$ cat src/rtl/shared_line_arbiter.sv
// ---------------------------------------------------------------------------
// shared_line_arbiter
//   Hands ownership of one shared single-bit line to at most one of N
//   requesters. Grants are round-robin, limited to MAX_HOLD cycles each, and
//   separated by TA_CYCLES idle turnaround cycles so two drivers never
//   overlap. Strength resolution is modelled in synthesizable form: the owner
//   drives strongly through oe, otherwise the line takes the pull level.
//   With HIGHZ1=1 a driven 1 is suppressed (open-drain behaviour).
//
// Ports
//   clk      in   rising-edge clock
//   rst_n    in   asynchronous active-low reset
//   req      in   [N] per-requester request (level)
//   rel      in   [N] release strobe, only the owner's bit is looked at
//   drv_val  in   [N] value each requester wants on the line
//   gnt      out  [N] one-hot grant, registered (zero when no owner)
//   oe       out  [N] strong output enable, combinational
//   line     out  resolved line value, combinational
//   line_z   out  1 when no strong driver is active, combinational
//   busy     out  1 in GRANT or TURNAROUND, registered
//   timeout  out  one-cycle pulse when MAX_HOLD revokes ownership, registered
// ---------------------------------------------------------------------------
module shared_line_arbiter #(
  parameter int N         = 4,
  parameter int MAX_HOLD  = 8,
  parameter int TA_CYCLES = 1,
  parameter bit PULL_VAL  = 1'b1,
  parameter bit HIGHZ1    = 1'b0
) (
  input  logic         clk,
  input  logic         rst_n,
  input  logic [N-1:0] req,
  input  logic [N-1:0] rel,
  input  logic [N-1:0] drv_val,
  output logic [N-1:0] gnt,
  output logic [N-1:0] oe,
  output logic         line,
  output logic         line_z,
  output logic         busy,
  output logic         timeout
);

  localparam int IW = (N > 1) ? $clog2(N) : 1;
  localparam int HW = $clog2(MAX_HOLD + 1);
  localparam int TW = $clog2(TA_CYCLES + 1);

  localparam logic [HW-1:0] HOLD_LAST = HW'(MAX_HOLD - 1);
  localparam logic [TW-1:0] TA_LAST   = TW'(TA_CYCLES - 1);
  localparam logic [IW-1:0] IDX_LAST  = IW'(N - 1);

  typedef enum logic [1:0] {
    S_IDLE,
    S_GRANT,
    S_TURN
  } state_t;

  state_t        r_state, w_state_nx;
  logic [N-1:0]  r_gnt, w_gnt_nx;
  logic [IW-1:0] r_owner, w_owner_nx;
  logic [IW-1:0] r_ptr, w_ptr_nx;
  logic [HW-1:0] r_hold, w_hold_nx;
  logic [TW-1:0] r_ta, w_ta_nx;
  logic          r_busy;
  logic          r_timeout, w_timeout_nx;

  logic          w_pick_found;
  logic [IW-1:0] w_pick_idx;
  logic          w_hold_last;
  logic          w_owner_done;

  // Round-robin search: first set request at or after the pointer, wrapping.
  always_comb begin
    w_pick_found = 1'b0;
    w_pick_idx   = '0;
    for (int i = 0; i < N; i++) begin
      if (!w_pick_found && req[(int'(r_ptr) + i) % N]) begin
        w_pick_found = 1'b1;
        w_pick_idx   = IW'((int'(r_ptr) + i) % N);
      end
    end
  end

  assign w_hold_last  = (r_hold == HOLD_LAST);
  assign w_owner_done = rel[r_owner] | ~req[r_owner] | w_hold_last;

  // NOTE: every signal gets a default at the top of the block so no path
  // leaves one unassigned; that is what keeps this block free of latches.
  always_comb begin
    w_state_nx   = r_state;
    w_gnt_nx     = r_gnt;
    w_owner_nx   = r_owner;
    w_ptr_nx     = r_ptr;
    w_hold_nx    = r_hold;
    w_ta_nx      = r_ta;
    w_timeout_nx = 1'b0;
    unique case (r_state)
      S_IDLE: begin
        if (w_pick_found) begin
          w_state_nx           = S_GRANT;
          w_gnt_nx             = '0;
          w_gnt_nx[w_pick_idx] = 1'b1;
          w_owner_nx           = w_pick_idx;
          w_hold_nx            = '0;
        end
      end
      S_GRANT: begin
        if (w_owner_done) begin
          w_state_nx   = S_TURN;
          w_gnt_nx     = '0;
          w_ta_nx      = '0;
          w_ptr_nx     = (r_owner == IDX_LAST) ? '0 : r_owner + 1'b1;
          // A voluntary release in the same cycle wins over the hold limit.
          w_timeout_nx = w_hold_last & req[r_owner] & ~rel[r_owner];
        end else begin
          w_hold_nx = r_hold + 1'b1;
        end
      end
      S_TURN: begin
        // Requests are deliberately not evaluated here.
        if (r_ta == TA_LAST) w_state_nx = S_IDLE;
        else                 w_ta_nx    = r_ta + 1'b1;
      end
      default: w_state_nx = S_IDLE;
    endcase
  end

  // NOTE: state is updated with non-blocking assignments so every register
  // samples the pre-edge values, independent of statement order.
  always_ff @(posedge clk or negedge rst_n) begin
    if (!rst_n) begin
      r_state   <= S_IDLE;
      r_gnt     <= '0;
      r_owner   <= '0;
      r_ptr     <= '0;
      r_hold    <= '0;
      r_ta      <= '0;
      r_busy    <= 1'b0;
      r_timeout <= 1'b0;
    end else begin
      r_state   <= w_state_nx;
      r_gnt     <= w_gnt_nx;
      r_owner   <= w_owner_nx;
      r_ptr     <= w_ptr_nx;
      r_hold    <= w_hold_nx;
      r_ta      <= w_ta_nx;
      r_busy    <= (w_state_nx != S_IDLE);
      r_timeout <= w_timeout_nx;
    end
  end

  // Strength resolution: only the owner may drive strongly; in open-drain
  // mode a 1 is released to the pull instead of being driven.
  assign oe      = r_gnt & ~({N{HIGHZ1}} & drv_val);
  assign line    = (|oe) ? drv_val[r_owner] : PULL_VAL;
  assign line_z  = ~|oe;
  assign gnt     = r_gnt;
  assign busy    = r_busy;
  assign timeout = r_timeout;

endmodule
$ cat config.mk
export PLATFORM = sky130hd
export DESIGN_NAME = shared_line_arbiter
export DESIGN_NICKNAME = d
export VERILOG_FILES = /design/src/rtl/shared_line_arbiter.sv
export SDC_FILE = /design/constraint.sdc
export NUM_CORES = 1
export LEC_CHECK = 0
export ABC_AREA = 1
export BUFFER_PORTS_ARGS = -buffer_cell sky130_fd_sc_hd__buf_4
export CORE_MARGIN = 4
export CORE_UTILIZATION = 40
export CTS_CLUSTER_DIAMETER = 200
export DETAILED_ROUTE_END_ITERATION = 6
export PLACE_DENSITY = 0.64
export SYNTH_ARGS = -nofsm -noshare
export SYNTH_HDL_FRONTEND = slang
export SYNTH_SLANG_ARGS = --single-unit
$ cat constraint.sdc
create_clock -name clk -period 1.4 [get_ports clk]
set_input_delay 0.14 -clock clk [delete_from_list [all_inputs] [get_ports clk]]
set_output_delay 0.14 -clock clk [all_outputs]
set_load 0.01 [all_outputs]
---- Word level (Yosys, flattened, before mapping) ----
Cells that the tools add are included.
operators by class
  add/subtract/negate cells ............... 6
  $mul .................................... 0
  divide/modulo/power cells ............... 0
  order comparisons ....................... 7
  equal/unequal tests ..................... 7
  shifts and indexed selects .............. 0
  muxes and demuxes ....................... 44
  bitwise operators ....................... 9
  reduce and logical (&&, ||, !) cells .... 21
operators by type and width
  operator               number
  $mux W1                20
  $mux W2                8
  $mux W4                4
  $pmux W4 S2            2
  $bmux W1 S2            7
  $lt A3 B4 Y1 const B   3
  $lt A2 B3 Y1 const B   3
  $ne A2 B2 Y1 const B   3
  $pmux W2 S3            1
  $reduce_and A2 Y1      3
  $reduce_and A3 Y1      2
  $reduce_bool A2 Y1     3
  $reduce_or A2 Y1       3
  $add A2 B1 Y2 const B  2
  $add A2 B2 Y2 const B  2
  $add A4 B1 Y4 const B  1
  $eq A2 B2 Y1 const B   2
  $eq A4 B3 Y1 const B   1
  $logic_and A1 B1 Y1    4
  $logic_not A1 Y1       4
  $reduce_or A4 Y1       1
  $and A1 B1 Y1 const A  3
  $and A1 B1 Y1          2
  $demux W1 S2           1
  other kinds (7)        9
word-level totals
  flip-flop bits (word level) ............. 17
  bits in latches ......................... 0
  bits in writable memories ............... 0
  memory bits (read-only) ................. 0
  word-level logic and storage cells ...... 102
  memories ................................ 0

---- Logic depth before layout (Yosys ltp) ----
  word-level depth ........................ 20
  mapped depth ............................ 12
  depth with buffers taken out ............ 12

---- Worst setup path before layout ----
Ideal clock, no wire load.
  path kind ............................... reg2reg
  start ................................... reg r_ptr[0]
  end ..................................... reg r_gnt[3] (netlist: gnt[3])
  setup time .............................. 65 ps
  arrival time ............................ 1329 ps
  data required time ...................... 1335 ps
  path slack .............................. 6 ps
  stages on the path, launching flop included .. 13
  cell sequence ........................... dfrtp_1 -> buf_6 -> nand2_1 -> nand2_1 -> nand2_2 -> nand2_4 -> nor2_8 -> nand3_4 -> nand2_8 -> inv_4 -> nor2_8 -> nand2_1 -> nand2_1
on the way
  word-level cells in the longest chain between the ends .. 18
  elaborated cells between the ends (all ways) .. 37
  those cells by class .................... add/sub (3); order compare (2); eq/ne (1); mux (23); reduce/logical (8)
ends and longest elaborated chain
  element                                                                    RTL line  RTL
  start: declaration                                                         60        logic [IW-1:0] r_ptr, w_ptr_nx;
  start signal: assignment                                                   143       r_ptr <= w_ptr_nx;
  $add A2 B1 Y2 / $bmux W1 S2 (equally long branches)                        76, 78
  $bmux W1 S2 / $mux W1 (equally long branches)                              76        if (!w_pick_found && req[(int'(r_ptr) + i) % N]) begin
  $mux W1 (implied by the code)                                              76
  $mux W1 (implied by the code) / $logic_not A1 Y1 (equally long branches)   76
  $logic_and A1 B1 Y1                                                        76
  $mux W1                                                                    76
  $logic_not A1 Y1                                                           76
  $logic_and A1 B1 Y1                                                        76
  [2 not listed]                                                             -
  $logic_and A1 B1 Y1                                                        76
  $mux W2                                                                    76
  $lt A2 B3 Y1 (implied by the code) / $ge A2 B1 Y1 (equally long branches)  101       w_gnt_nx[w_pick_idx] = 1'b1;
  $logic_and A1 B1 Y1 (implied by the code)                                  101
  $mux W1 (implied by the code)                                              101
  $demux W1 S2                                                               101
  $mux W4                                                                    98        if (w_pick_found) begin
  $pmux W4 S2                                                                96        unique case (r_state)
  end signal: assignment                                                     141       r_gnt <= w_gnt_nx;
  end: declaration                                                           58        logic [N-1:0] r_gnt, w_gnt_nx;
Parallel ways exist; a longest one is shown, timed or not. The select of a mux whose other input is x is not followed.
A chain may end at the register's enable or synchronous reset.

---- Worst setup path in the final report ----
Same ends and word-level chain as after synthesis.

==> flow_metrics.env <==
export IMPL_path_cells="inv_4 -> nand2_1 -> nand2_2 -> nand2_2 -> nand2_4 -> nor2_8 -> nand3_4 -> nand2_8 -> inv_8 -> nor2_8 -> nand2_1 -> nand2_1"
export IMPL_worst_hold_path_type="primary input to asynchronous set/reset pin"
export IMPL_fin_total_pwr_w=0.00422
export IMPL_critPathMostFrequentCell="nand2_1"
export IMPL_yosysWarnings=0
export IMPL_clock_latency_ps=280
export IMPL_hpwlAfterDp_um=2200
export IMPL_crit_fanout=8
export IMPL_hold_viol=0
export IMPL_overflow=0
export IMPL_wl_um=2990
export IMPL_num_antenna_cells=0
export IMPL_synthToLayoutAreaGrowth_pct=50.6
export IMPL_yosysUniqueCellTypes=28
export IMPL_grt_pass1_vias=1195
export IMPL_slew_headroom_pct=74.6
export IMPL_final_setup_tns_ps=-1440
export IMPL_cts_sinks=16
export IMPL_grt_setup_unrepaired="true"
export IMPL_r2r_start="r_ptr[0]"
export IMPL_start_util_pct=41.9
export IMPL_grt_pass1_wl_um=4790
export IMPL_period_share_pct=111
export IMPL_drc=0
export IMPL_reg2reg_to="gnt[3]"
export IMPL_r2r_setup_slack_ps=-150
export IMPL_drive_above_1_share_pct=50.9
export IMPL_layout_nets=229
export IMPL_first_pass_iters=4
export IMPL_worst_slew_pin_slew_ps=380
export IMPL_max_stage_delay_ps=480
export IMPL_grt_busiest_layer="met2"
export IMPL_max_cap_viol_count=0
export IMPL_postLayoutCoreUtil_pct=63.1
export IMPL_avgSynthCellArea_um2=7.37
export IMPL_cts_path_max_buffers=2
export IMPL_syn_instance_count=158
export IMPL_die_area_mm2=0.00384
export IMPL_reg2reg_depth=12
export IMPL_core_rowCount=19
export IMPL_slew_violations=0
export IMPL_power_density_mw_per_mm2=2410
export IMPL_gr_usage_met2_pct=31.7
export IMPL_synth_fp_nets=174
export IMPL_holdWs_ps=259
export IMPL_worstPathArrival_ps=1780
export IMPL_synth_seq_cells=16
export IMPL_cts_tree="yes"
export IMPL_drt_iter0_drc=45
export IMPL_met1_usage_pct=19.1
export IMPL_boundaryPins=26
export IMPL_p_leak_nw=0.946
export IMPL_drt_wirelength_per_cell_um=12.3
export IMPL_grt_usage_pct=16.7
export IMPL_finalWorstSetupSlack_ps=-152
export IMPL_core_mm2=0.00278
export IMPL_portBuffers=25
export IMPL_critPathRequiredTime_ps=1630
export IMPL_crit_type="flop to flop"
export IMPL_avgViaCountPerCell=4.84
export IMPL_vias=1176
export IMPL_grt_util_met3_pct=1.24
export IMPL_htreeDepth=1
export IMPL_cp_end_kind="flop"
export IMPL_cp_slowest_cell="dfrtp_2"
export IMPL_clkTransAtPathRegs_ps=90
export IMPL_grt_max_degree=17
export IMPL_max_freq_ghz=0.644
export IMPL_startpoint_type="flop"
export IMPL_gp_congestion=0.836
export IMPL_violations="negative setup slack"
export IMPL_setup_violations=14
export IMPL_numCtsBuffers=3
export IMPL_die_w_um=62.0
export IMPL_synth_area_mm2=0.00116
export IMPL_drtAntennaViolNets=0
export IMPL_antenna_found_initial=0
export IMPL_status="finished, violations left"
export IMPL_skew_ps=0.795
export IMPL_fill_cells=239
export IMPL_ys_seq_area_share_pct=34.4
export IMPL_pre_cts_ws_ps=-210
export IMPL_vdd_drop_max_v=0.00205
export IMPL_die_height_um=62.0
export IMPL_cts_root_buffer="clkbuf_4"
export IMPL_period_needed_ps=1550
## per-layer routing
metal,vias to the layer above,share of wire (%)
li1,601,-
met1,550,40
met2,19,55
met3,6,2.7
met4,0,1.7
met5,-,0
## state kept, by name, indices dropped and copies added (netlist names)
signal / cells
r_owner: 2
gnt: 4
r_state: 2
r_hold: 4
timeout: 1
r_ptr: 2
busy: 1
## power by group
part	internal [W]	switching, W	leakage (nW)
combinational	0.00139	0.00175	0.719
sequential	0.000629	0.000159	0.206
clock	0.000158	0.000144	0.0210
## cell type report
cell class	instances	area (um2)	share of cell area, %
multi-input cells	118	752	42.9
repair buffers	55	442	25.2
flip-flops and latches	16	402	22.9
inverters	19	83.8	4.78
well taps	31	38.8	2.21
clock buffers	4	36.3	2.07
## cells by family (layout without fill, tap and decap cells)
kind of cell | count (synthesis) | in the layout | synth area share (%)
buffers and inverters | 24 | 78 | 9.88
adder cells (fa/ha/maj) | 2 | 2 | 2.15
AO/OA/AOI/OAI | 10 | 10 | 5.16
multiplexers | 1 | 1 | 0.859
AND/OR/NAND/NOR | 105 | 105 | 47.6
flip-flops | 16 | 16 | 34.4
## layout by cell type (no fill, tap or decap)
| cell type | count |
|---|---|
| nor2_8 | 2 |
| nand2_4 | 8 |
| inv_8 | 1 |
| dfrtp_1 | 15 |
| nor2_1 | 11 |
| nor3b_1 | 1 |
| ha_2 | 1 |
| inv_2 | 5 |
| o31ai_4 | 1 |
| dfrtp_2 | 1 |
| clkbuf_4 | 3 |
| nand2_1 | 41 |
| inv_4 | 2 |
| nor4_2 | 1 |
| nor2_4 | 1 |
| nand3_1 | 10 |
| clkbuf_8 | 1 |
| nand2_2 | 18 |
| o21ai_1 | 3 |
| dlygate4sd3_1 | 1 |
| nor2_2 | 1 |
| ha_1 | 1 |
| mux2i_1 | 1 |
| inv_1 | 11 |
| a31oi_1 | 1 |
| a21oi_1 | 3 |
| buf_4 | 47 |
| nand3_4 | 1 |
| nand4_1 | 1 |
| nand3b_1 | 3 |
| o21ai_2 | 1 |
| o21bai_1 | 1 |
| buf_6 | 7 |
| nand3_2 | 4 |
| nand2_8 | 1 |
| and2_4 | 1 |
## how the worst max path moves through the flow
stage	depth (start not counted)	from	endpoint
floorplan	12	r_ptr[0]	gnt[3]
global placement	11	r_ptr[0]	gnt[3]
detailed placement	12	r_ptr[0]	gnt[3]
CTS	4	gnt[2]	line
global route	12	r_ptr[0]	gnt[3]
finish	12	r_ptr[0]	gnt[3]
## Yosys cell counts (all sizes together)
library cell	count	area (um2)
nand3	15	97.6
nor2	15	88.8
nor4	1	6.26
a21oi	3	15.0
mux2i	1	10.0
dfrtp	16	400
o31ai	1	7.51
nand2	68	319
a31oi	1	6.26
buf	5	41.3
inv	19	73.8
nand4	1	6.26
and2	1	6.26
nand3b	3	22.5
nor3b	1	7.51
o21ai	4	23.8
ha	2	25.0
o21bai	1	7.51
## through the flow
step / instance area [um2] / instances
floorplan: 1160 / 158
CTS: 1660 / 238
global route: 1750 / 243
finish: 1750 / 243
global placement: 1470 / 225
detailed placement: 1470 / 225
## worst max-delay path: cells and delay by family (launching register included)
family / cells / cell delay [ps]
flip-flops: 1 / 480
AND/OR/NAND/NOR: 10 / 880
buffers and inverters: 2 / 140
## repair_timing
action                                  4_1_cts  5_1_grt
pin swaps                                    13        7
gates resized for setup                      27       14
gates cloned                                  0        0
endpoints found under the setup margin       15       17
endpoints found under the hold margin        16        0
hold buffers                                  1        0
setup buffers                                 8        5
Power figures use the tool's default switching activity.
